<file path="src/rtl/uart_tx_core.sv">
`default_nettype none
// ============================================================================
// Module   : uart_tx_core
// Summary  : UART serial transmitter fed from a first-word-fall-through byte
//            FIFO. Define UART_TX_PARITY_EN to add a parity bit.
// Revision : 1.0 - initial release
// ============================================================================
module uart_tx_core #(
  parameter int unsigned CLKS_PER_BIT = 434,
  parameter int unsigned DATA_BITS    = 8,
  parameter int unsigned STOP_BITS    = 1,
  parameter int unsigned PARITY_ODD   = 0
) (
  input  logic                 clk,
  input  logic                 reset,
  input  logic                 fifo_empty,
  input  logic [DATA_BITS-1:0] fifo_data,
  output logic                 fifo_rd,
  output logic                 tx,
  output logic                 busy,
  output logic                 tx_done_tick
);

  localparam int unsigned c_CW = $clog2(CLKS_PER_BIT);
  localparam int unsigned c_BW = $clog2(DATA_BITS);
  localparam logic [c_CW-1:0] c_CNT_LAST  = c_CW'(CLKS_PER_BIT - 1);
  localparam logic [c_BW-1:0] c_BIT_LAST  = c_BW'(DATA_BITS - 1);
  localparam logic            c_STOP_LAST = 1'(STOP_BITS - 1);

  typedef enum logic [2:0] {
    S_IDLE   = 3'd0,
    S_START  = 3'd1,
    S_DATA   = 3'd2,
`ifdef UART_TX_PARITY_EN
    S_PARITY = 3'd3,
`endif
    S_STOP   = 3'd4
  } state_t;

  state_t                 r_state, w_state_n;
  logic [c_CW-1:0]        r_clk_cnt, w_clk_cnt_n;
  logic [c_BW-1:0]        r_bit_idx, w_bit_idx_n;
  logic                   r_stop_idx, w_stop_idx_n;
  logic [DATA_BITS-1:0]   r_shreg, w_shreg_n;
  logic                   r_tx, w_tx_n;
  logic                   w_bit_end;
  logic                   w_pop_ok;
  logic                   w_pop;
  logic                   w_done;
`ifdef UART_TX_PARITY_EN
  logic                   r_par, w_par_n;
`else
  logic                   w_unused_parity_odd;
  assign w_unused_parity_odd = 1'(PARITY_ODD);
`endif

  assign w_bit_end    = (r_clk_cnt == c_CNT_LAST);
  assign fifo_rd      = w_pop;
  assign tx           = r_tx;
  assign busy         = (r_state != S_IDLE);
  assign tx_done_tick = w_done;

  always_comb begin
    w_state_n    = r_state;
    w_clk_cnt_n  = w_bit_end ? '0 : r_clk_cnt + 1'b1;
    w_bit_idx_n  = r_bit_idx;
    w_stop_idx_n = r_stop_idx;
    w_shreg_n    = r_shreg;
`ifdef UART_TX_PARITY_EN
    w_par_n      = r_par;
`endif
    w_pop_ok     = 1'b0;
    w_done       = 1'b0;
    w_tx_n       = 1'b1;

    unique case (r_state)
      S_IDLE: begin
        w_pop_ok    = 1'b1;
        w_clk_cnt_n = '0;
      end
      S_START: begin
        if (w_bit_end) begin
          w_bit_idx_n = '0;
          w_state_n   = S_DATA;
        end
      end
      S_DATA: begin
        if (w_bit_end) begin
          w_shreg_n = r_shreg >> 1;
          if (r_bit_idx == c_BIT_LAST) begin
            w_stop_idx_n = 1'b0;
`ifdef UART_TX_PARITY_EN
            w_state_n    = S_PARITY;
`else
            w_state_n    = S_STOP;
`endif
          end else begin
            w_bit_idx_n = r_bit_idx + 1'b1;
          end
        end
      end
`ifdef UART_TX_PARITY_EN
      S_PARITY: begin
        if (w_bit_end) begin
          w_stop_idx_n = 1'b0;
          w_state_n    = S_STOP;
        end
      end
`endif
      S_STOP: begin
        if (w_bit_end) begin
          if (r_stop_idx == c_STOP_LAST) begin
            w_done    = 1'b1;
            w_pop_ok  = 1'b1;
            w_state_n = S_IDLE;
          end else begin
            w_stop_idx_n = r_stop_idx + 1'b1;
          end
        end
      end
      default: w_state_n = S_IDLE;
    endcase

    // Reset gating keeps the pop strobe quiet while the FSM is held in IDLE.
    w_pop = w_pop_ok & ~fifo_empty & ~reset;
    if (w_pop) begin
      w_shreg_n   = fifo_data;
`ifdef UART_TX_PARITY_EN
      w_par_n     = (^fifo_data) ^ 1'(PARITY_ODD);
`endif
      w_clk_cnt_n = '0;
      w_state_n   = S_START;
    end

    // Line level is registered from the next state so it changes on the bit edge.
    unique case (w_state_n)
      S_START:  w_tx_n = 1'b0;
      S_DATA:   w_tx_n = w_shreg_n[0];
`ifdef UART_TX_PARITY_EN
      S_PARITY: w_tx_n = w_par_n;
`endif
      default:  w_tx_n = 1'b1;
    endcase
  end

  always_ff @(posedge clk or posedge reset) begin
    if (reset) begin
      r_state    <= S_IDLE;
      r_clk_cnt  <= '0;
      r_bit_idx  <= '0;
      r_stop_idx <= 1'b0;
      r_shreg    <= '0;
      r_tx       <= 1'b1;
`ifdef UART_TX_PARITY_EN
      r_par      <= 1'b0;
`endif
    end else begin
      r_state    <= w_state_n;
      r_clk_cnt  <= w_clk_cnt_n;
      r_bit_idx  <= w_bit_idx_n;
      r_stop_idx <= w_stop_idx_n;
      r_shreg    <= w_shreg_n;
      r_tx       <= w_tx_n;
`ifdef UART_TX_PARITY_EN
      r_par      <= w_par_n;
`endif
    end
  end

endmodule
`default_nettype wire
</file>
<file path="config.mk">
export PLATFORM = sky130hd
export DESIGN_NAME = uart_tx_core
export DESIGN_NICKNAME = d
export VERILOG_FILES = /design/src/rtl/uart_tx_core.sv
export SDC_FILE = /design/constraint.sdc
export NUM_CORES = 1
export LEC_CHECK = 0
export ABC_CLOCK_PERIOD_IN_PS = 2500
export BUFFER_PORTS_ARGS = -buffer_cell sky130_fd_sc_hd__buf_4
export CAP_MARGIN = 30
export CORE_MARGIN = 3
export CORE_UTILIZATION = 56
export CTS_CLUSTER_DIAMETER = 100
export CTS_CLUSTER_SIZE = 40
export DETAILED_ROUTE_END_ITERATION = 6
export PLACE_DENSITY = 0.77
export SYNTH_ARGS = -nofsm -noshare
export SYNTH_HDL_FRONTEND = slang
export SYNTH_SLANG_ARGS = --single-unit
</file>
<file path="constraint.sdc">
create_clock -name clk -period 2.5 [get_ports clk]
set_input_delay 0.75 -clock clk [delete_from_list [all_inputs] [get_ports clk]]
set_output_delay 0.75 -clock clk [all_outputs]
set_load 0.02 [all_outputs]
</file>
# Yosys cells after proc, flatten, opt, wreduce, memory -nomap -nowiden
# Index checks and enable logic that the tools add are counted.
# word_totals
regBits	25
n_memories	0
mem_bits_ro	0
latchBits	0
ramBits	0
inputBits	11
out_inout_bits	4
# op_classes
shifts	0
n_mul	0
reduce_logical	9
bitwise_logic	4
n_div	0
eq_ne	12
n_lt_le_gt_ge	0
add_sub_neg	3
muxes	27
# op_table
cell	n
two-way mux 3 bit	9
two-way mux 9 bit	3
two-way mux 8 bit	3
case mux 3 bit (4 select lines)	1
inequality test 2 bit, second input constant	5
adder 9 x 1 -> 9 bit, second input constant	1
== test 9 bit, second input constant	1
AND reduction 4 bit	2
nonzero test 2 bit	4
two-way mux 1 bit	7
== test 3 x 1 -> 1 bit, second input constant	2
== test 3 x 2 -> 1 bit, second input constant	2
== test 3 bit, second input constant	2
case mux 1 bit (2 select lines)	3
case mux 3 bit (2 select lines)	1
adder 3 x 1 -> 3 bit, second input constant	1
zero test 3 bit	1
nonzero test 3 bit	1
AND 1 bit	2
inverter 1 bit	2
AND reduction 2 bit	1
adder 1 bit, second input constant	1

# Depth between registers and ports, before layout
# Gate-level depths: netlist of the first run.
# logic_depth
word_depth	8
ltp_mapped	7

# Least setup slack after synthesis of the first run
# Ideal clock, no wire load.
# synth_path
kind	flip-flop to output port
start	register r_clk_cnt[1]
end	output tx_done_tick
arrival_time_ns	1.852
stages_incl_launch_ff	6
path_buffers	0
setup_slack_ns	-0.102
required_time_ns	1.750
path_cell_list	dfrtp_1 -> inv_1 -> ha_1 -> nand4b_2 -> or2_4 -> nor4b_1
# synth_between
elab_chain_len	3
# synth_lines
element	line	rtl
from (decl)	41	logic [c_CW-1:0] r_clk_cnt, w_clk_cnt_n;
from (signal assigned)	159	r_clk_cnt <= w_clk_cnt_n;
== test 9 bit	57	assign w_bit_end = (r_clk_cnt == c_CNT_LAST);
two-way mux 1 bit	111	if (w_bit_end) begin
two-way mux 1 bit	76	unique case (r_state)
to (decl)	21	output logic tx_done_tick
# Every way passes these cells.

# Worst setup path after layout of the first run
# Ends and elaborated chain as after synthesis.

==> impl_metrics.json, run 1 <==
{
  "worst_slew_margin_rel_pct": 72.1,
  "firstDrtPassIters": 5,
  "clock_latency_ps": 310,
  "cap_violations": 0,
  "synthDistinctLibCells": 41,
  "diodes": 0,
  "rr_startpoint": "r_state[1]$_DFF_PP0_",
  "cts.sinks": 24,
  "area_growth_pct": 20.0,
  "final_cell_mix": "23 x buf_4, 22 x dfrtp_1, 14 x nor2_1, 6 x a221o_1, 6 x xnor2_1",
  "ys_warn_count": 0,
  "power.total_mw": 0.581,
  "cp_top_family": "simple AND/OR/NAND/NOR gates",
  "core-area_um2": 2000,
  "start_util_pct": 60.3,
  "cts_buffer_depth": 2,
  "p_leak_nw": 0.671,
  "crit_path_top_delay_cell": "dfrtp_1",
  "final.fill_count": 142,
  "wl_um": 2260,
  "skew_ps": 5.07,
  "required_ps": 1750,
  "rsz0062_at_grt": "true",
  "ant_nets": 0,
  "fmax_mhz": 404,
  "drive_gt1_share_pct": 32.8,
  "crit_path_end_kind": "primary output",
  "critPathLaunch": "r_clk_cnt[1]$_DFF_PP0_",
  "vias_per_cell": 5.61,
  "slew_viol_final": 0,
  "rows": 16,
  "finalCriticalPeriod_ps": 2470,
  "fin_setup_tns_ps": 0,
  "seqCellArea_um2": 603,
  "clock-root-buffer": "clkbuf_4",
  "die_area_um2": 2750,
  "critPathArrivalTime_ps": 1720,
  "fin_ws_ps": 25.8,
  "setup.worst_path.class": "flip-flop to primary output",
  "numCtsBuffers": 3,
  "final_nets": 150,
  "ys_ff_latch": 24,
  "chipWidth_um": 52.4,
  "outcome": "complete, no violations",
  "start_kind": "flip-flop",
  "cts_tree": "yes",
  "io_pins": 15,
  "dp_slack_ps": 257,
  "worstMarginPinSlew_ps": 418,
  "setup_viol": 0,
  "cp_max_fo": 4,
  "avgSynthCellArea_um2": 11.2,
  "finalHoldViolCount": 0,
  "syn_area_um2": 1210,
  "num_vias": 903,
  "power.density_nw_per_um2": 402,
  "grt_antenna_before_repair": 0,
  "portBuffers": 14,
  "synth_cells": 108,
  "cp.buffers_inverters": 2,
  "slowest_delay_ps": 400,
  "syn-num-nets": 123,
  "wire_per_inst_um": 14.1,
  "multiInputGateArea_um2": 593,
  "irDropWorstVdd_v": 0.000333,
  "grt_use_total_pct": 18.5,
  "clk_transition_reported_paths_ps": 120,
  "finalCritPeriodShare_pct": 99.0,
  "drcViolationCount": 0,
  "final_common_cell": "buf_4",
  "die_y_um": 52.4,
  "gp_congestion": 0.783,
  "yosysSeqAreaShare_pct": 49.9,
  "crit_chain": "inv_1, ha_1, nand4b_2, or2_4, nor4b_4, buf_4",
  "first_iter_violations": 20,
  "cts-htree-levels": 1,
  "grt_pass1_wl_um": 3810,
  "grt_overflow": 0,
  "hold_class": "input pin to async pin",
  "cts_hold_buf": 0,
  "grt_pass1_vias": 871,
  "hpwl_um": 1610,
  "grt_start_max_net_pins": 17
}
==> path summary, 6_finish.rpt <==
kind,to,slack (ps),cells past startpoint
setup / recovery,tx_done_tick,30,6
hold / removal,r_bit_idx[1]$_DFFE_PP0P_,400,2
setup reg to reg,r_shreg[4]$_DFFE_PP0P_,620,4
hold reg to reg,r_shreg[2]$_DFFE_PP0P_,530,1
max in group asynchronous,r_clk_cnt[2]$_DFF_PP0_,1570,3
min in group clk,r_shreg[2]$_DFFE_PP0P_,530,1
==> timing repair <==
item / in CTS / in global routing
gates resized for setup: 0 / 2
pin swaps: 0 / 2
setup buffers: 2 / 1
setup endpoints to repair: 1 / 2
==> worst reg2reg max path, delay by kind of cell, from the launching register on <==
family | cells | cell delay (ps)
DFF | 1 | 510
AOI/OAI and AO/OA | 2 | 450
and+or+nand+nor | 2 | 810
==> kinds of logic after synthesis <==
logic type,Yosys count,share of synthesized area (%)
flip-flops,24,49.9
AND/OR/NAND/NOR,46,24.3
multiplexers,2,1.76
XOR/XNOR,7,5.08
buffers and inverters,6,2.18
AO/OA/AOI/OAI,19,12.7
adder cells (fa/ha/maj),4,4.15
==> registers in the layout, summed over array words and instances, names as in the netlist <==
name,count
r_clk_cnt,9
r_shreg,8
r_bit_idx,3
r_state,3
tx,1
==> area by class of cell <==
cell class,count,area share (%)
Sequential cell,24,41.7
Multi-Input combinational cell,78,41.0
Timing Repair Buffer,23,11.9
Tap cell,27,2.33
Clock buffer,4,1.82
Inverter,5,1.30
==> Yosys cell counts (all sizes together) <==
cell      n  area share, %
mux2i     1           0.83
o21ai     4            2.0
xnor2     6            4.4
and3      5            3.0
nor2     14            4.4
nand4     1           0.52
inv       5            1.6
nor4      1            1.0
a221o     6            5.0
nor3      4            2.6
dfrtp    23             48
mux2      1           0.93
a22o      2            1.5
ha        4            4.1
nand3     5            2.1
a21oi     3            1.6
or2       2            1.2
a21boi    1           0.93
buf       1           0.62
o22ai     1           0.52
dfstp     1            2.2
o21bai    1           0.62
xor2      1           0.73
nand3b    1           0.62
nor4b     1           0.73
nand2b    1           0.52
and2      2            1.0
nand2     3           0.93
o31ai     1           0.62
or3b      2            1.7
nand4b    2            2.0
or3       1           0.62
nand4bb   1            1.3
==> metrics by stage <==
stage / cell area, µm² / utilization [%] / hold WS, ps / cells
6_report: 1450 / 72.3 / 396 / 161
5_1_grt: 1450 / 72.3 / 408 / 161
4_1_cts: 1430 / 71.4 / 398 / 160
3_5_place_dp: 1390 / 69.4 / 497 / 154
3_3_place_gp: 1390 / 69.4 / 496 / 154
2_1_floorplan: 1210 / - / 477 / 108
==> report_power, final <==
part,switching [mW],internal (mW)
clock network,0.110,0.0624
registers,0,0.388
logic,0.00980,0.0110
==> layer usage <==
layer / wire, µm / track usage [%]
met5: 0 / 0
met4: 30 / 5.11
met3: 86 / 3.42
met2: 1040 / 26.7
met1: 1100 / 28.2
No activity file was read; power rests on OpenSTA's default activity.
==> run 2, diff against run 1 <==
Settings changed: RECOVER_POWER set to 50.
==> impl_metrics.json, run 2 (same netlist as run 1, synthesis figures left out) <==
{
  "outcome": "complete, no violations",
  "top_regs": "r_clk_cnt: 9 flops, r_shreg: 8 flops",
  "crit_path_end_kind": "primary output",
  "final_util_pct": 71.9,
  "worst_slew_margin_rel_pct": 43.3,
  "r2r_end": "r_shreg[4]$_DFFE_PP0P_",
  "setup_viol": 0,
  "die_area_um2": 2750,
  "required_ps": 1750,
  "finalHoldViolCount": 0,
  "clock_latency_ps": 310,
  "portBuffers": 14,
  "crit_path_top_delay_cell": "dfrtp_1",
  "regMostFlops": "r_clk_cnt",
  "finalCriticalPeriod_ps": 2470,
  "start_kind": "flip-flop",
  "critPathArrivalTime_ps": 1720,
  "final_nets": 150,
  "grt_start_max_net_pins": 17,
  "p_leak_nw": 0.663,
  "rows": 16,
  "hpwl_um": 1610,
  "clock-root-buffer": "clkbuf_4",
  "cts_buffer_depth": 2,
  "grt_overflow": 0,
  "wire_per_inst_um": 14.0,
  "cts.sinks": 24,
  "ant_nets": 0,
  "start_util_pct": 60.3,
  "cts-htree-levels": 1,
  "power.total_mw": 0.580,
  "grt_antenna_before_repair": 0,
  "grt_pass1_vias": 871,
  "finalCritPeriodShare_pct": 99.0,
  "fin_cells": 161,
  "crit_chain": "inv_1, ha_1, nand4b_2, or2_4, nor4b_4, buf_4",
  "core-area_um2": 2000,
  "first_iter_violations": 20,
  "place_inst": 154,
  "largest_reg_flops": 9,
  "cp_max_fo": 4,
  "grt_use_total_pct": 18.5,
  "drcViolationCount": 0,
  "io_pins": 15,
  "setup.worst_path.class": "flip-flop to primary output",
  "cap_violations": 0,
  "hold_class": "input pin to async pin",
  "slowest_delay_ps": 400,
  "grt_pass1_wl_um": 3810,
  "skew_ps": 4.70,
  "worstMarginPinSlew_ps": 851,
  "irDropWorstVdd_v": 0.000334,
  "clk_transition_reported_paths_ps": 120,
  "drive_gt1_share_pct": 31.3,
  "power.density_nw_per_um2": 403,
  "whs_ps": 381,
  "final_common_cell": "dfrtp_1",
  "fmax_mhz": 404,
  "die_y_um": 52.4,
  "area_growth_pct": 19.4,
  "vias_per_cell": 5.63,
  "numCtsBuffers": 3,
  "diodes": 0,
  "num_vias": 907,
  "rrSetupSlack_ps": 620,
  "slew_viol_final": 0,
  "worstRegToRegCells": 4,
  "chipWidth_um": 52.4,
  "final_cell_mix": "22 x dfrtp_1, 21 x buf_4, 14 x nor2_1, 6 x a221o_1, 6 x xnor2_1",
  "cts_tree": "yes",
  "rsz0062_at_grt": "true",
  "gp_congestion": 0.783,
  "cts_hold_buf": 0,
  "firstDrtPassIters": 5,
  "wl_um": 2260,
  "rr_startpoint": "r_state[1]$_DFF_PP0_"
}
run 2: routing by layer:
layer  track usage (%)  part of all wire [%]  up-vias
met5                 0                     0        -
met3              3.42                   3.9        6
met4              5.11                   1.3        0
li1                  -                     -      445
met2              26.7                    46       27
met1              28.2                    48      429
run 2: report_power, final:
group | switching, mW | internal [mW] | leakage [nW]
clock network | 0.110 | 0.0624 | 0.0150
registers | 0 | 0.388 | 0.300
logic | 0.00980 | 0.00960 | 0.348
run 2: worst max-delay path by stage:
stage,startpoint,end,slack (ps),cells past startpoint
6_report,r_clk_cnt[1]$_DFF_PP0_,tx_done_tick,30,6
2_1_floorplan,r_clk_cnt[1]$_DFF_PP0_,tx_done_tick,170,5
4_1_cts,r_clk_cnt[2]$_DFF_PP0_,tx_done_tick,5,4
5_1_grt,r_clk_cnt[1]$_DFF_PP0_,tx_done_tick,-80,6
3_5_place_dp,fifo_empty,fifo_rd,260,4
3_3_place_gp,fifo_empty,fifo_rd,270,4
run 2: metrics by stage:
| step | setup TNS, ps | setup slack (ps) | area (µm²) |
|---|---|---|---|
| floorplan | 0 | 169 | 1210 |
| global placement | 0 | 269 | 1390 |
| detailed placement | 0 | 257 | 1390 |
| CTS | 0 | 4.59 | 1430 |
| global route | -78.2 | -78.2 | 1440 |
| finish | 0 | 26.2 | 1440 |
run 2: critical path: cells and delay by family (launching register included):
kind                     cells  cell delay, ps
flip-flops                   1             400
buffers and inverters        2             240
AND/OR/NAND/NOR              3             620
adder cells (fa/ha/maj)      1             150
run 2: final cells by class:
| class | instances | area (µm²) |
|---|---|---|
| sequential | 24 | 603 |
| multi-input combinational | 78 | 593 |
| fill | 146 | 562 |
| timing repair buffer | 23 | 165 |
| tap | 27 | 33.8 |
| clock buffer | 4 | 26.3 |
| inverter | 5 | 18.8 |
run 2: timing repair:
item / 4_1_cts / 5_1_grt
resized for setup: 0 / 2
hold endpoints to repair: 0 / 0
buffers inserted: 2 / 1
pin swaps: 0 / 2
endpoints found under the setup margin: 1 / 2
